### src/rtl/baccarat_pkg.sv
// Shared types and the dealer third-card rule for the Punto Banco match controller.
package baccarat_pkg;

  localparam int unsigned SCORE_W = 4;

  typedef enum logic [3:0] {
    IDLE, CLEAR, DP1, DD1, DP2, DD2, CHK5, DP3, CHK6, DD3, DECIDE, SHOW, DONE
  } state_t;

  typedef enum logic [1:0] {
    PWIN, DWIN, TIE
  } result_t;

  // Dealer draws a third card based on his two-card score and the player's third card.
  function automatic logic dealer_draws(input logic [SCORE_W-1:0] dscore,
                                        input logic [SCORE_W-1:0] pcard3);
    logic draw;
    draw = 1'b0;
    case (dscore)
      4'd0, 4'd1, 4'd2: draw = 1'b1;
      4'd3:             draw = (pcard3 != 4'd8);
      4'd4:             draw = (pcard3 >= 4'd2) && (pcard3 <= 4'd7);
      4'd5:             draw = (pcard3 >= 4'd4) && (pcard3 <= 4'd7);
      4'd6:             draw = (pcard3 >= 4'd6) && (pcard3 <= 4'd7);
      default:          draw = 1'b0;
    endcase
    return draw;
  endfunction

endpackage

### src/rtl/baccarat_tally.sv
// Match tallies and round counter, plus the early-finish majority compare.
module baccarat_tally
  import baccarat_pkg::*;
#(
  parameter int unsigned NUM_ROUNDS = 8,
  parameter int unsigned CNT_W      = 4
) (
  input  logic             slow_clock,
  input  logic             reset,
  input  logic             clear,
  input  logic             inc_pwin,
  input  logic             inc_dwin,
  input  logic             inc_tie,
  input  logic             inc_round,
  output logic [CNT_W-1:0] pwins,
  output logic [CNT_W-1:0] dwins,
  output logic [CNT_W-1:0] ties,
  output logic [CNT_W-1:0] round_idx,
  output logic             majority_c
);

  localparam int unsigned MAJ = NUM_ROUNDS / 2;

  // Counters must hold NUM_ROUNDS without wrapping.
  if (NUM_ROUNDS < 1 || (2 ** CNT_W) <= NUM_ROUNDS) begin : g_bad_width
    $error("baccarat_tally: CNT_W too small for NUM_ROUNDS, or NUM_ROUNDS < 1");
  end

  always_ff @(posedge slow_clock or posedge reset) begin
    if (reset) begin
      pwins     <= '0;
      dwins     <= '0;
      ties      <= '0;
      round_idx <= '0;
    end else if (clear) begin
      pwins     <= '0;
      dwins     <= '0;
      ties      <= '0;
      round_idx <= '0;
    end else begin
      if (inc_pwin)  pwins     <= pwins + CNT_W'(1);
      if (inc_dwin)  dwins     <= dwins + CNT_W'(1);
      if (inc_tie)   ties      <= ties + CNT_W'(1);
      if (inc_round) round_idx <= round_idx + CNT_W'(1);
    end
  end

  assign majority_c = (pwins > CNT_W'(MAJ)) || (dwins > CNT_W'(MAJ));

endmodule

### src/rtl/baccarat_match_ctrl.sv
// Punto Banco match controller: deals each round under card_valid handshake, tallies, shows results.
module baccarat_match_ctrl
  import baccarat_pkg::*;
#(
  parameter int unsigned NUM_ROUNDS       = 8,
  parameter int unsigned CNT_W            = 4,
  parameter int unsigned HOLD_CYCLES      = 4,
  parameter bit          STOP_ON_MAJORITY = 1'b0
) (
  input  logic               slow_clock,
  input  logic               reset,
  input  logic               start,
  input  logic               card_valid,
  input  logic [SCORE_W-1:0] pscore,
  input  logic [SCORE_W-1:0] dscore,
  input  logic [SCORE_W-1:0] pcard3,
  output logic               load_pcard1,
  output logic               load_pcard2,
  output logic               load_pcard3,
  output logic               load_dcard1,
  output logic               load_dcard2,
  output logic               load_dcard3,
  output logic               clear_hand,
  output logic               player_win_light,
  output logic               dealer_win_light,
  output logic [CNT_W-1:0]   pwins,
  output logic [CNT_W-1:0]   dwins,
  output logic [CNT_W-1:0]   ties,
  output logic [CNT_W-1:0]   round_idx,
  output logic               busy,
  output logic               match_done
);

  localparam int unsigned HOLD_EFF = (HOLD_CYCLES == 0) ? 1 : HOLD_CYCLES;
  localparam int unsigned HOLD_W   = (HOLD_EFF > 1) ? $clog2(HOLD_EFF) : 1;

  state_t              state_q, state_d;
  result_t             result_q, result_d;
  logic [HOLD_W-1:0]   hold_q;
  logic                hold_last;
  logic                tally_clear, inc_pwin, inc_dwin, inc_tie, inc_round;
  logic                majority_c;

  baccarat_tally #(
    .NUM_ROUNDS (NUM_ROUNDS),
    .CNT_W      (CNT_W)
  ) u_tally (
    .slow_clock (slow_clock),
    .reset      (reset),
    .clear      (tally_clear),
    .inc_pwin   (inc_pwin),
    .inc_dwin   (inc_dwin),
    .inc_tie    (inc_tie),
    .inc_round  (inc_round),
    .pwins      (pwins),
    .dwins      (dwins),
    .ties       (ties),
    .round_idx  (round_idx),
    .majority_c (majority_c)
  );

  assign hold_last = (hold_q == HOLD_W'(HOLD_EFF - 1));

  always_ff @(posedge slow_clock or posedge reset) begin
    if (reset) begin
      state_q  <= IDLE;
      result_q <= PWIN;
      hold_q   <= '0;
    end else begin
      state_q  <= state_d;
      result_q <= result_d;
      hold_q   <= (state_q == SHOW && !hold_last) ? hold_q + HOLD_W'(1) : '0;
    end
  end

  always_comb begin
    state_d          = state_q;
    result_d         = result_q;
    load_pcard1      = 1'b0;
    load_pcard2      = 1'b0;
    load_pcard3      = 1'b0;
    load_dcard1      = 1'b0;
    load_dcard2      = 1'b0;
    load_dcard3      = 1'b0;
    clear_hand       = 1'b0;
    player_win_light = 1'b0;
    dealer_win_light = 1'b0;
    match_done       = 1'b0;
    tally_clear      = 1'b0;
    inc_pwin         = 1'b0;
    inc_dwin         = 1'b0;
    inc_tie          = 1'b0;
    inc_round        = 1'b0;
    busy             = (state_q != IDLE) && (state_q != DONE);

    case (state_q)
      IDLE, DONE: begin
        if (state_q == DONE) begin
          match_done       = 1'b1;
          player_win_light = (pwins >= dwins);
          dealer_win_light = (dwins >= pwins);
        end
        if (start) begin
          tally_clear = 1'b1;
          state_d     = CLEAR;
        end
      end
      CLEAR: begin
        clear_hand = 1'b1;
        state_d    = DP1;
      end
      DP1: begin
        load_pcard1 = card_valid;
        if (card_valid) state_d = DD1;
      end
      DD1: begin
        load_dcard1 = card_valid;
        if (card_valid) state_d = DP2;
      end
      DP2: begin
        load_pcard2 = card_valid;
        if (card_valid) state_d = DD2;
      end
      DD2: begin
        load_dcard2 = card_valid;
        if (card_valid) state_d = CHK5;
      end
      CHK5: begin
        if (pscore >= 4'd8 || dscore >= 4'd8) state_d = DECIDE;
        else if (pscore <= 4'd5)              state_d = DP3;
        else if (dscore <= 4'd5)              state_d = DD3;
        else                                  state_d = DECIDE;
      end
      DP3: begin
        load_pcard3 = card_valid;
        if (card_valid) state_d = CHK6;
      end
      CHK6: begin
        state_d = dealer_draws(dscore, pcard3) ? DD3 : DECIDE;
      end
      DD3: begin
        load_dcard3 = card_valid;
        if (card_valid) state_d = DECIDE;
      end
      DECIDE: begin
        if (pscore > dscore) begin
          result_d = PWIN;
          inc_pwin = 1'b1;
        end else if (dscore > pscore) begin
          result_d = DWIN;
          inc_dwin = 1'b1;
        end else begin
          result_d = TIE;
          inc_tie  = 1'b1;
        end
        state_d = SHOW;
      end
      SHOW: begin
        player_win_light = (result_q != DWIN);
        dealer_win_light = (result_q != PWIN);
        if (hold_last) begin
          if (round_idx == CNT_W'(NUM_ROUNDS - 1) || (STOP_ON_MAJORITY && majority_c)) begin
            state_d = DONE;
          end else begin
            inc_round = 1'b1;
            state_d   = CLEAR;
          end
        end
      end
      default: state_d = IDLE;
    endcase
  end

endmodule

### config.mk
export PLATFORM = sky130hd
export DESIGN_NAME = baccarat_match_ctrl
export DESIGN_NICKNAME = d
export VERILOG_FILES = /design/src/rtl/baccarat_pkg.sv /design/src/rtl/baccarat_tally.sv /design/src/rtl/baccarat_match_ctrl.sv
export SDC_FILE = /design/constraint.sdc
export NUM_CORES = 1
export LEC_CHECK = 0
export CAP_MARGIN = 20
export CORE_MARGIN = 2
export CORE_UTILIZATION = 50
export CTS_CLUSTER_SIZE = 10
export DETAILED_ROUTE_END_ITERATION = 8
export HOLD_SLACK_MARGIN = 0.12
export PLACE_DENSITY_LB_ADDON = 0.05
export SYNTH_ARGS = -nofsm -noshare
export SYNTH_HDL_FRONTEND = slang
export SYNTH_HIERARCHICAL = 1
export SYNTH_SLANG_ARGS = --single-unit
### constraint.sdc
create_clock -name slow_clock -period 2.3 [get_ports slow_clock]
set_input_delay 0.46 -clock slow_clock [delete_from_list [all_inputs] [get_ports slow_clock]]
set_output_delay 0.46 -clock slow_clock [all_outputs]
set_load 0.03 [all_outputs]
# == Yosys cells after proc, flatten, opt, wreduce, memory -nomap -nowiden ==
# Index checks and enable logic that the tools add are counted.
# word_totals
regBits,24
in_bits,16
out_inout_bits,27
word_cells,126
# classes
add_sub_neg,5
magnitude_cmp,12
eq_ne,31
muxes,53
reduce_logical,18
# op_table
cell,n
2-to-1 mux 4 bit,19
case mux 4 bit (12 select lines),1
"== test 4 x 3 -> 1 bit, second input constant",8
2-to-1 mux 1 bit,25
"== test 4 bit, second input constant",5
"adder 4 x 1 -> 4 bit, second input constant",4
"== test 4 x 2 -> 1 bit, second input constant",4
"!= test 2 bit, second input constant",8
"<= comparator 4 x 3 -> 1 bit, second input constant",3
2-to-1 mux 2 bit,5
nonzero test 2 bit,5
"== test 4 x 1 -> 1 bit, second input constant",2
"greater-or-equal comparator 4 x 3 -> 1 bit, second input constant",2
greater-or-equal comparator 4 bit,2
"greater-or-equal comparator 4 bit, second input constant",2
greater-than comparator 4 bit,2
zero test 4 bit,2
"!= test 4 bit, second input constant",2
AND reduction 8 bit,1
logical AND 1 bit,5
case mux 1 bit (5 select lines),1
"greater-or-equal comparator 4 x 2 -> 1 bit, second input constant",1
case mux 1 bit (2 select lines),2
nonzero test 4 bit,1
other kinds (7),7

# == Longest topological paths before layout ==
# Gate-level depths: netlist (run 1).
# logic_depth
depth_word,6
mapped_depth,8
depth_no_buf,8

# == By module ==
# The synthesis (run 1) kept the hierarchy.
# modules_own_cells
module,n_inst,cells_each,area_each_um2,seq_area_each_um2
baccarat_match_ctrl,1,135,1043.5,200.2
baccarat_tally,1,77,829.5,400.4

# == Worst setup path before layout (run 1) ==
# Ideal clock, no wire load.
# synth_path
path_kind,reg-to-output
startpoint,register u_tally.pwins[1]
endpoint,output port player_win_light
arrival_time_ns,1.943
required_ns,1.840
path_slack_ns,-0.103
stages_incl_launch_ff,8
path_buffers,0
cell_sequence,dfrtp_1 inv_1 ha_1 nor2b_1 o21a_1 o21ai_0 a21oi_1 o22ai_1
# synth_between
elab_chain_cells,3
# synth_rtl
item,line_no,text
start: declaration,baccarat_tally.sv:15,"output logic [CNT_W-1:0] pwins,"
start signal: assignment,baccarat_tally.sv:41,if (inc_pwin) pwins <= pwins + CNT_W'(1);
greater-or-equal comparator 4 bit,baccarat_match_ctrl.sv:100,player_win_light = (pwins >= dwins);
2-to-1 mux 1 bit,baccarat_match_ctrl.sv:98,if (state_q == DONE) begin
case mux 1 bit (2 select lines),baccarat_match_ctrl.sv:96,case (state_q)
end: declaration,baccarat_match_ctrl.sv:24,"output logic player_win_light,"
# Every way passes these cells.

# == Worst setup path in the final report (run 1) ==
# layout_path
startpoint,register u_tally.pwins[1]
endpoint,output port dealer_win_light
# layout_between
elab_chain_cells,3
# layout_rtl
item,line_no,text
greater-or-equal comparator 4 bit,baccarat_match_ctrl.sv:101,dealer_win_light = (dwins >= pwins);
2-to-1 mux 1 bit,baccarat_match_ctrl.sv:98,
case mux 1 bit (2 select lines),baccarat_match_ctrl.sv:96,
end: declaration,baccarat_match_ctrl.sv:25,"output logic dealer_win_light,"
# Every way passes these cells.

==> reports/qor.txt, run 1 <==
Later-pin clock latency in the skew report - 270 ps
Grt ovf - 0
Slew HR - 0.560
Vias per cell - 5.51
Initial antenna violation count - 0
Multi-input gate area - 1160 um^2
Via Count - 1,770
Clock transition at path regs - 90 ps
Final core utilization - 0.714
Floorplan row count - 22
Worst Hold Class - flip-flop to flip-flop
Crit path DAT - 1810 ps
Avg Inst Size Synth - 8.91 um^2
Largest net degree at the start of global routing - 21
Die Ht - 64.9 um
Final ANT Viol Nets - 0
Final setup violation count - 0
Final wirelength - 4670 um
Worst slew pin tran - 659 ps
Final hold vios - 0
Number of DRC markers in iteration 0 - 87
Vias in the first global route - 1,740
PnR worst setup slack - 27.7 ps
First-pass GRT wire length - 7710 um
Fin crit share - 0.988
Worst clock skew - 8.58 ps
# DRC - 0
Post-synthesis cell count - 208
Pwr dens - 911 nW/um^2
Post-detail-place hpwl - 3550 um
Critical path peak fanout - 2
WL/cell - 14.6 um
Post-Syn Nets - 239
Fin area - 2570 um^2
TritonCTS Buffers - 3
Synth Cell Area - 1850 um^2
RD Place Congestion - 0.946
Root Buffer - clkbuf_8
P_leak - 1.24 nW
DP Worst Slack - -303 ps
Slowest-stage cell, CP - dfrtp_1
Nets - 305
Area grow syn2layout - 38.9%
Core box area - 3610 um^2
FMAX - 440 MHz
CP Class - flip-flop to primary output
Post-Layout Cell Count - 321
CP startpoint kind - flip-flop
CTS Hold Bufs - 0
Global Route Usage Sum - 0.231
Initial core utilization - 0.514
Register area - 601 um^2
Setup crit end kind - primary output
Port Buffers - 42
Die ar. - 4210 um^2
Clk sink count - 24
Final Critical Period - 2270 ps
Area post-placement - 2450 um^2
Die Wd - 64.9 um
DR pass1 iterations - 4
RSZ-0062 raised after global routing - true
Worst Path Required - 1840 ps
I/O pin count - 43
Placed insts - 316
Maximum VDD drop - 0.541 mV
Max Buffers Root-to-Sink - 2
# fillers - 292
Crit-path max cell delay - 350 ps
CTS tree - built
Yosys warns - 6
Delay-heaviest family, CP - compound AO/OA/AOI/OAI gates
Pins Over Slew Limit - 0
Critical-path cell list - inv_1 > ha_1 > nor2b_4 > o21a_1 > o21ai_2 > nor3b_2 > o22ai_1 > buf_4
Status - finished clean
CP bufs+invs - 2
H-tree depth - 1
Max-Cap Viols - 0
Share of layout cells above drive strength 1 - 0.231
Ant. Diodes - 0
-- report_power, final --
group          switching, W  total, W  internal, W
logic              0.000764   0.00140     0.000638
clock network      0.000133  0.000365     0.000233
registers         0.0000694  0.000577     0.000508
total              0.000966   0.00235      0.00138
-- cell type report --
type | count | share of cell area
multi-input cells | 157 | 0.452
repair buffers | 69 | 0.236
flip-flops and latches | 24 | 0.233
inverters | 19 | 0.0277
well taps | 48 | 0.0233
clock buffers | 3 | 0.0160
clock inverters | 1 | 0.0117
-- path summary, 6_finish.rpt --
path / start / end / slack [ps] / depth (start not counted)
max in group asynchronous: reset / u_tally/dwins[2]$_DFFE_PP0P_ / 1250 / 2
hold / removal: hold_q[0]$_DFF_PP0_ / hold_q[0]$_DFF_PP0_ / 440 / 1
setup reg to reg: state_q[0]$_DFFE_PP0P_ / u_tally/ties[3]$_DFFE_PP0P_ / 350 / 7
min in group asynchronous: reset / state_q[3]$_DFFE_PP0P_ / 470 / 2
hold reg to reg: hold_q[0]$_DFF_PP0_ / hold_q[0]$_DFF_PP0_ / 440 / 1
setup / recovery: u_tally/pwins[1]$_DFFE_PP0P_ / dealer_win_light / 30 / 8
-- placed cells by master (no fill, tap or decap), types with 2 or more instances in the layout --
cell             count
o21ai_0              6
nand2_1              8
nand4_1              5
a21bo_2              4
mux2i_1              4
nor2b_1              6
and4_1               3
a21oi_1             11
buf_4               34
a21o_1               3
xnor2_1              5
o21ai_1              2
o21ai_2              2
nand3b_1             5
nand3_1              2
clkbuf_8             3
nor2b_4              2
o31ai_1              3
clkdlybuf4s50_1     32
and2_4               2
mux2_1               4
dfrtp_1             24
a22o_2               2
nor2_1              25
nor2_2               3
ha_1                14
nand4b_1             2
a221o_1              2
inv_1               18
nor3_1               6
nand2b_1             2
and2b_2              2
-- metrics by stage --
step / hold WS, ps / total power [W] / TNS [ps]
after floorplan: 276 / 0.00153 / 0
after global placement: 424 / 0.00190 / -2100
after detailed placement: 433 / 0.00193 / -2640
after CTS: 445 / 0.00231 / 0
after global routing: 474 / 0.00251 / -91.9
final: 439 / 0.00235 / 0
-- sequential cells by signal, summed over array words and instances, names as in the netlist --
| signal | flops |
|---|---|
| state_q | 4 |
| u_tally/pwins | 4 |
| u_tally/round_idx | 4 |
| hold_q | 2 |
| result_q | 2 |
| u_tally/ties | 4 |
| u_tally/dwins | 4 |
-- routing by layer --
| layer | GRT usage | share of wire | vias up | wire length [um] |
|---|---|---|---|---|
| li1 | - | - | 861 | - |
| met1 | 0.294 | 0.45 | 839 | 2090 |
| met2 | 0.390 | 0.48 | 58 | 2230 |
| met3 | 0.0521 | 0.055 | 12 | 255 |
| met4 | 0.0665 | 0.019 | 0 | 91 |
| met5 | 0 | 0 | - | 0 |
-- timing repair --
| item | CTS | global route |
|---|---|---|
| setup endpoints to repair | 5 | 12 |
| resized for setup | 12 | 7 |
| setup buffers | 0 | 1 |
| cloned | 0 | 0 |
| pin swaps | 2 | 1 |
Power figures use the tool's default switching activity.
==> run 2, diff against run 1 <==
--- a/config.mk
+++ b/config.mk
@@ -10,7 +10,7 @@
 export CORE_UTILIZATION = 50
 export CTS_CLUSTER_SIZE = 10
 export DETAILED_ROUTE_END_ITERATION = 8
-export HOLD_SLACK_MARGIN = 0.12
+export HOLD_SLACK_MARGIN = 0.08
 export PLACE_DENSITY_LB_ADDON = 0.05
 export SYNTH_ARGS = -nofsm -noshare
 export SYNTH_HDL_FRONTEND = slang
==> results of run 2 <==
Final layout, timing and power as in run 1 (identical DEF).
